**src/rtl/mult_bist_ctrl.sv**
```systemverilog
// BIST sequencer for the LFSR -> multiplier -> signature-analyzer datapath.
// Clears the TPG, steps the LFSR, aligns SA capture to the multiplier latency and checks the signature.
module mult_bist_ctrl #(
    parameter int unsigned NUM_PATTERNS = 256,
    parameter int unsigned MULT_LAT     = 2,
    parameter logic [15:0] GOLDEN_SIG   = 16'h0000
) (
    input  logic        clk,
    input  logic        reset,
    input  logic        start,
    input  logic        abort,
    input  logic [15:0] signature,
    output logic        tpg_clr,
    output logic        lfsr_en,
    output logic        sa_en,
    output logic        busy,
    output logic        done,
    output logic        pass,
    output logic [15:0] sig_captured
);

    // One counter serves both the pattern run and the drain, so size it for the larger.
    localparam int unsigned CNT_MAX = (NUM_PATTERNS > MULT_LAT) ? NUM_PATTERNS : MULT_LAT;
    localparam int unsigned CW      = $clog2(CNT_MAX + 1);

    localparam logic [2:0] S_IDLE    = 3'd0;
    localparam logic [2:0] S_INIT    = 3'd1;
    localparam logic [2:0] S_RUN     = 3'd2;
    localparam logic [2:0] S_DRAIN   = 3'd3;
    localparam logic [2:0] S_CAPTURE = 3'd4;
    localparam logic [2:0] S_DONE    = 3'd5;

    logic [2:0]    state, state_nxt;
    logic [CW-1:0] cnt, cnt_nxt;
    logic          tpg_clr_nxt;
    logic          lfsr_en_nxt;
    logic          busy_nxt;
    logic          done_nxt;
    logic          pass_nxt;
    logic [15:0]   sig_nxt;
    logic          abort_hit;

    // State and registered outputs
    always_ff @(posedge clk) begin
        if (reset) begin
            state        <= S_IDLE;
            cnt          <= '0;
            tpg_clr      <= 1'b0;
            lfsr_en      <= 1'b0;
            busy         <= 1'b0;
            done         <= 1'b0;
            pass         <= 1'b0;
            sig_captured <= 16'h0000;
        end else begin
            state        <= state_nxt;
            cnt          <= cnt_nxt;
            tpg_clr      <= tpg_clr_nxt;
            lfsr_en      <= lfsr_en_nxt;
            busy         <= busy_nxt;
            done         <= done_nxt;
            pass         <= pass_nxt;
            sig_captured <= sig_nxt;
        end
    end

    // Next-state and next-output decode
    always_comb begin
        state_nxt   = state;
        cnt_nxt     = cnt;
        tpg_clr_nxt = 1'b0;
        lfsr_en_nxt = 1'b0;
        busy_nxt    = 1'b0;
        done_nxt    = done;
        pass_nxt    = pass;
        sig_nxt     = sig_captured;
        abort_hit   = 1'b0;

        case (state)
            S_IDLE, S_DONE: begin
                if (start && !abort) begin
                    state_nxt   = S_INIT;
                    tpg_clr_nxt = 1'b1;
                    busy_nxt    = 1'b1;
                    done_nxt    = 1'b0;
                    pass_nxt    = 1'b0;
                    sig_nxt     = 16'h0000;
                end
            end
            S_INIT: begin
                state_nxt   = S_RUN;
                cnt_nxt     = CW'(NUM_PATTERNS);
                lfsr_en_nxt = 1'b1;
                busy_nxt    = 1'b1;
            end
            S_RUN: begin
                busy_nxt = 1'b1;
                if (cnt <= CW'(1)) begin
                    if (MULT_LAT == 0) begin
                        state_nxt = S_CAPTURE;
                        cnt_nxt   = '0;
                    end else begin
                        state_nxt = S_DRAIN;
                        cnt_nxt   = CW'(MULT_LAT);
                    end
                end else begin
                    cnt_nxt     = cnt - CW'(1);
                    lfsr_en_nxt = 1'b1;
                end
            end
            S_DRAIN: begin
                busy_nxt = 1'b1;
                if (cnt <= CW'(1)) begin
                    state_nxt = S_CAPTURE;
                    cnt_nxt   = '0;
                end else begin
                    cnt_nxt = cnt - CW'(1);
                end
            end
            S_CAPTURE: begin
                state_nxt = S_DONE;
                done_nxt  = 1'b1;
                pass_nxt  = (signature == GOLDEN_SIG);
                sig_nxt   = signature;
            end
            default: begin
                state_nxt = S_IDLE;
                cnt_nxt   = '0;
            end
        endcase

        // Abort only cancels an active run; in IDLE/DONE it merely blocks start above.
        if (abort && (state == S_INIT || state == S_RUN ||
                      state == S_DRAIN || state == S_CAPTURE)) begin
            abort_hit   = 1'b1;
            state_nxt   = S_IDLE;
            cnt_nxt     = '0;
            tpg_clr_nxt = 1'b0;
            lfsr_en_nxt = 1'b0;
            busy_nxt    = 1'b0;
            done_nxt    = 1'b0;
            pass_nxt    = pass;
            sig_nxt     = sig_captured;
        end
    end

    // sa_en follows lfsr_en through MULT_LAT flops, matching the multiplier pipeline.
    generate
        if (MULT_LAT == 0) begin : g_no_delay
            assign sa_en = lfsr_en;
        end else begin : g_delay
            logic [MULT_LAT-1:0] dline;

            always_ff @(posedge clk) begin
                if (reset || tpg_clr || abort_hit) begin
                    dline <= '0;
                end else begin
                    dline[0] <= lfsr_en;
                    for (int i = 1; i < int'(MULT_LAT); i++) begin
                        dline[i] <= dline[i-1];
                    end
                end
            end

            assign sa_en = dline[MULT_LAT-1];
        end
    endgenerate

endmodule

```
**config.mk**
```make
export PLATFORM = sky130hd
export DESIGN_NAME = mult_bist_ctrl
export DESIGN_NICKNAME = d
export VERILOG_FILES = /design/src/rtl/mult_bist_ctrl.sv
export SDC_FILE = /design/constraint.sdc
export NUM_CORES = 1
export LEC_CHECK = 0
export ABC_AREA = 0
export CAP_MARGIN = 40
export CELL_PAD_IN_SITES_DETAIL_PLACEMENT = 1
export CELL_PAD_IN_SITES_GLOBAL_PLACEMENT = 2
export CORE_MARGIN = 8
export CORE_UTILIZATION = 29
export CTS_BUF_LIST = sky130_fd_sc_hd__clkbuf_8
export CTS_CLUSTER_DIAMETER = 80
export CTS_CLUSTER_SIZE = 25
export DETAILED_ROUTE_END_ITERATION = 7
export PLACE_DENSITY_LB_ADDON = 0.1
export SYNTH_ARGS = -nofsm -noshare
export SYNTH_HDL_FRONTEND = slang
export SYNTH_SLANG_ARGS = --single-unit
```
**constraint.sdc**
```tcl
create_clock -name clk -period 2 [get_ports clk]
set_input_delay 0.4 -clock clk [delete_from_list [all_inputs] [get_ports clk]]
set_output_delay 0.4 -clock clk [all_outputs]
set_load 0.005 [all_outputs]
```
Yosys cells after proc, flatten, opt, wreduce, memory -nomap -nowiden --
Index checks and enable logic that the tools add are counted.
Operators by class: add/sub/neg operators 1, magnitude comparators 1, equal/unequal tests 8, mux-type cells 17, bitwise gates (word level) 2, reductions and logical operators 19
Operator list (count):
- 9-bit one-hot mux with 4 select lines | 1
- 16-bit one-hot mux with 2 select lines | 1
- 9-bit two-way mux | 2
- 16-bit logical NOT | 1
- 16-bit two-way mux | 1
- 3-bit one-hot mux with 5 select lines | 1
- 9-bit by 1-bit <= comparator with 1-bit output (second input constant) | 1
- 3-bit two-way mux | 3
- 3-bit OR reduction | 3
- 9-bit by 1-bit subtractor with 9-bit output (second input constant) | 1
- 1-bit one-hot mux with 2 select lines | 4
- 3-bit by 2-bit == test with 1-bit output (second input constant) | 2
- 3-bit == test (second input constant) | 2
- 2-bit inequality test (second input constant) | 3
- 3-bit AND reduction | 2
- 1-bit logical OR | 5
- 1-bit two-way mux | 4
- 2-bit OR reduction | 2
- 3-bit by 1-bit == test with 1-bit output (second input constant) | 1
- 3-bit logical NOT | 1
- 1-bit logical AND | 2
- 1-bit NOT | 2
- 2-bit AND reduction | 1
- 2-bit nonzero test | 1
- 1-bit logical NOT | 1
Storage, ports and cells: register bits after elaboration 35, bits of input ports 20

Depth between registers and ports, before layout --
word-level depth 7, mapped depth 6, depth with buffers taken out 6

Worst setup path before layout --
OpenSTA, ideal clock, no wires.
path kind reg2reg, from register cnt[0], to register cnt[8], library setup time 74 ps, data arrival time 1582 ps, data required time 1926 ps, setup slack 344 ps, cell stages (with the launch flop) 6, path buffers 0, period minus slack after synthesis 1656 ps, cells stage by stage dfxtp_1 -> inv_1 -> ha_1 -> or4b_4 -> or4_1 -> a31oi_1
Between the ends: word-level cells in the longest chain between the ends 3, elaborated cells between the ends (all ways) 5, those cells by class add/sub (1); order compare (1); mux (3)
RTL lines:
- from (decl) | line 34 | logic [CW-1:0] cnt, cnt_nxt;
- from (signal assigned) | line 56 | cnt <= cnt_nxt;
- 9-bit by 1-bit subtractor with 9-bit output or 9-bit by 1-bit <= comparator with 1-bit output (tied branches)
- 9-bit two-way mux (on tied branches) | line 112, 97
- 9-bit one-hot mux with 4 select lines (*) | line 78 | case (state)
Mark *: on every way between the ends. The rest lies on a longest branch, timed or not. A chain may end at the register's enable or synchronous reset.

Worst setup path after layout --
Ends and elaborated chain as after synthesis.

==> flow_metrics.tcl <==
set metrics [dict create \
    status "finished clean" \
    p_per_area_mw_per_mm2 713 \
    routed-via-count 1729 \
    antenna_found_initial 0 \
    drc_errors 0 \
    die_x_um 92.8 \
    numCtsBuffers 5 \
    antennaDiodeCount 0 \
    grt_start_max_net_pins 19 \
    path_clk_slew_ns 0.07 \
    rrSetupSlack_ns 0.17 \
    reg2reg_depth 5 \
    worst-path-buf-inv 1 \
    synth_top_family_by_area "simple AND/OR/NAND/NOR gates" \
    slowest_stage "or4b_4" \
    post_synth_and_or_nand_nor_area_fraction_pct 27.1 \
    start_util_pct 29.4 \
    yosys.cell_types.count 45 \
    cts_root_buf "clkbuf_8" \
    rsz0062_at_grt "false" \
    dr.pass1.iters 4 \
    timing.slew.headroom_pct 58.0 \
    maxSlewViolCount 0 \
    htreeDepth 2 \
    internal_power_mw 1.14 \
    grt_first_pass_wirelength_um 8940 \
    cts_tree "built" \
    detail_route.wl_per_cell_um 16.4 \
    placement.setup.worst_slack_ns 0.00740 \
    multi_input_area_um2 920 \
    synth_nets 225 \
    synth-adder-area-share_pct 2.71 \
    period_minus_slack_ns 1.83 \
    p_switching_uw 518 \
    yosys.area.top_type "dfxtp_1" \
    cp-end-kind "flip-flop" \
    critPathMaxStageDelay_ns 0.51 \
    synth_ff_type "dfxtp_1" \
    dp_hpwl_um 4030 \
    ff_latch_area_um2 702 \
    critPathRequiredTime_ns 2.21 \
    placed_area_mm2 0.00225 \
    maxCapViolCount 0 \
    leakagePower_nw 0.794 \
    synthesis.area_mm2 0.00171 \
    clk_path_buf_depth 2 \
    yosysTopAreaCellShare_pct 41.0 \
    fp-row-count 28 \
    layout-drive-gt1-share_pct 11.9 \
    synth_compound_area_share_pct 23.0 \
    cp-start-kind "flip-flop" \
    worst_hold_slack_ns 0.447 \
    clock.fmax_mhz 547 \
    hold_viol_final 0 \
    first_iter_violations 36 \
    p_comb_share_pct 25.1 \
    clk_latency_ns 0.28 \
    cp_top_family "simple AND/OR/NAND/NOR gates" \
    final_area_mm2 0.00233 \
    fin_nets 273 \
    p_clk_share_pct 28.8 \
    netSwitchingFraction_pct 31.2 \
    via_per_inst 5.29 \
    stdcell_count 327 \
    synth_edf_count 0 \
    holdPathStages 1 \
    grtUsageTotal_pct 12.8 \
    ys_seq_elements 35 \
    setup_violations 0 \
    yosysWarnings 0 \
    syn_inst 203 \
    die_h_um 92.8 \
    cts.sinks 35 \
    setup_ws_ns 0.173 \
    path_cells "inv_1 > ha_1 > or4b_4 > or4_1 > a31oi_1" \
    fin_skew_ns 0.00484 \
    grt_overflow 0 \
    crit_fanout 8 \
    timing.final.crit_share_pct 91.3 \
    finalWirelength_um 5380 \
    ys_seq_area_share_pct 41.0 \
    path_class "reg -> reg" \
    fillers 703 \
    core-area_mm2 0.00582 \
    grt_pass1_vias 1811 \
    ios 42 \
    dp_cells 319 \
    syn_avg_cell_area_um2 8.43 \
    power_frac_seq_pct 46.0 \
    area_delta_synth_final_pct 36.3 \
    async_flop_share_pct 0 \
    final_antenna_net_count 0 \
    path_depth 5 \
    synth_mux_area_share_pct 0 \
    synthXorXnorAreaFrac_pct 1.02 \
    tightest_slew_ns 0.628 \
    portBuffers 41 \
    arrival_ns 2.04 \
    yosys-top-cells-area "dfxtp_1, a21oi_1, nand4_1, o21ai_0, nand3_1" \
    dieArea_mm2 0.00861 \
    min_path_type "reg -> reg" \
    finalSetupTns_ns 0 \
    place.gp.congestion 0.778 \
    vdd_drop_max_mv 0.286 \
]
[worst paths after layout]
path                      end     from
max                    cnt[8]   cnt[0]
min          g_delay.dline[1]  tpg_clr
max reg2reg            cnt[8]   cnt[0]
min reg2reg  g_delay.dline[1]  tpg_clr
[flip-flops by register name, indices dropped and copies added (netlist names)]
register       cells
busy               1
cnt                9
done               1
g_delay.dline      2
lfsr_en            1
pass               1
sig_captured      16
state              3
tpg_clr            1
[cell type report]
type                            instances  area share [%]
Clock buffer                            5            2.95
Clock inverter                          3           0.537
Inverter                                5           0.805
Multi-Input combinational cell        149            39.5
Sequential cell                        35            30.1
Tap cell                               75            4.03
Timing Repair Buffer                   55            22.1
[worst register-to-register path, delay by kind of cell (launching register included)]
family	cells	cell delay (ns)
adders and majority gates	1	0.21
AOI/OAI and AO/OA	1	0.13
and+or+nand+nor	2	0.92
DFF	1	0.39
buffers and inverters	1	0.11
[kinds of logic after synthesis]
family | count (synthesis)
flip-flops | 35
AND/OR/NAND/NOR | 78
XOR/XNOR | 2
adder cells (fa/ha/maj) | 4
buffers and inverters | 19
AO/OA/AOI/OAI | 65
[cells in the mapped netlist, types with 2 or more instances]
cell / n
nand2b_1: 2
dfxtp_1: 35
a31oi_1: 4
a211oi_1: 2
o21bai_1: 3
buf_6: 2
inv_1: 4
nand4_1: 17
and2b_1: 2
ha_1: 2
or3_1: 5
nand3_1: 9
nor2_1: 10
o31ai_1: 2
nor3b_1: 3
o21ai_0: 19
nand2_1: 9
or4_1: 2
o21ai_1: 3
buf_2: 3
nor4_1: 7
clkbuf_1: 9
nor3_1: 3
nor2b_1: 3
a21oi_1: 23
[placed cells by master, fill, tap and decap left out, types with 4 or more instances in the layout]
cell type and instances:
buf_4 14, nand4_1 17, dfxtp_1 34, clkdlybuf4s50_1 41, clkbuf_8 5, nor2_1 10, inv_1 6, or3_1 5
o21ai_0 19, nor4_1 7, a31oi_1 4, a21oi_1 23, nand2_1 9, nand3_1 9
[layer usage]
layer	GRT usage [%]	part of all wire, %	vias up
met5	0	0	-
met4	3.89	1.1	0
met3	3.96	5.6	5
met2	22.5	48	36
met1	14.3	45	833
li1	-	-	855
[timing repair]
item,CTS,global route
resized for setup,0,1
setup endpoints to repair,0,1
buffers inserted,0,0
hold buffers,0,0
[power by group through the flow]
stage	clock [mW]	combinational [mW]	sequential [mW]
after detailed placement	0	0.420	0.779
after floorplan	0	0.271	0.763
after CTS	0.503	0.423	0.763
after global routing	0.543	0.461	0.770
final	0.479	0.418	0.765
after global placement	0	0.408	0.776
[through the flow]
| stage | utilization, % | total power, mW |
|---|---|---|
| 4_1_cts | 40.1 | 1.69 |
| 6_report | 40.1 | 1.66 |
| 3_3_place_gp | 38.7 | 1.18 |
| 3_5_place_dp | 38.7 | 1.20 |
| 2_1_floorplan | - | 1.03 |
| 5_1_grt | 40.1 | 1.77 |
No activity file was read; power rests on OpenSTA's default activity.
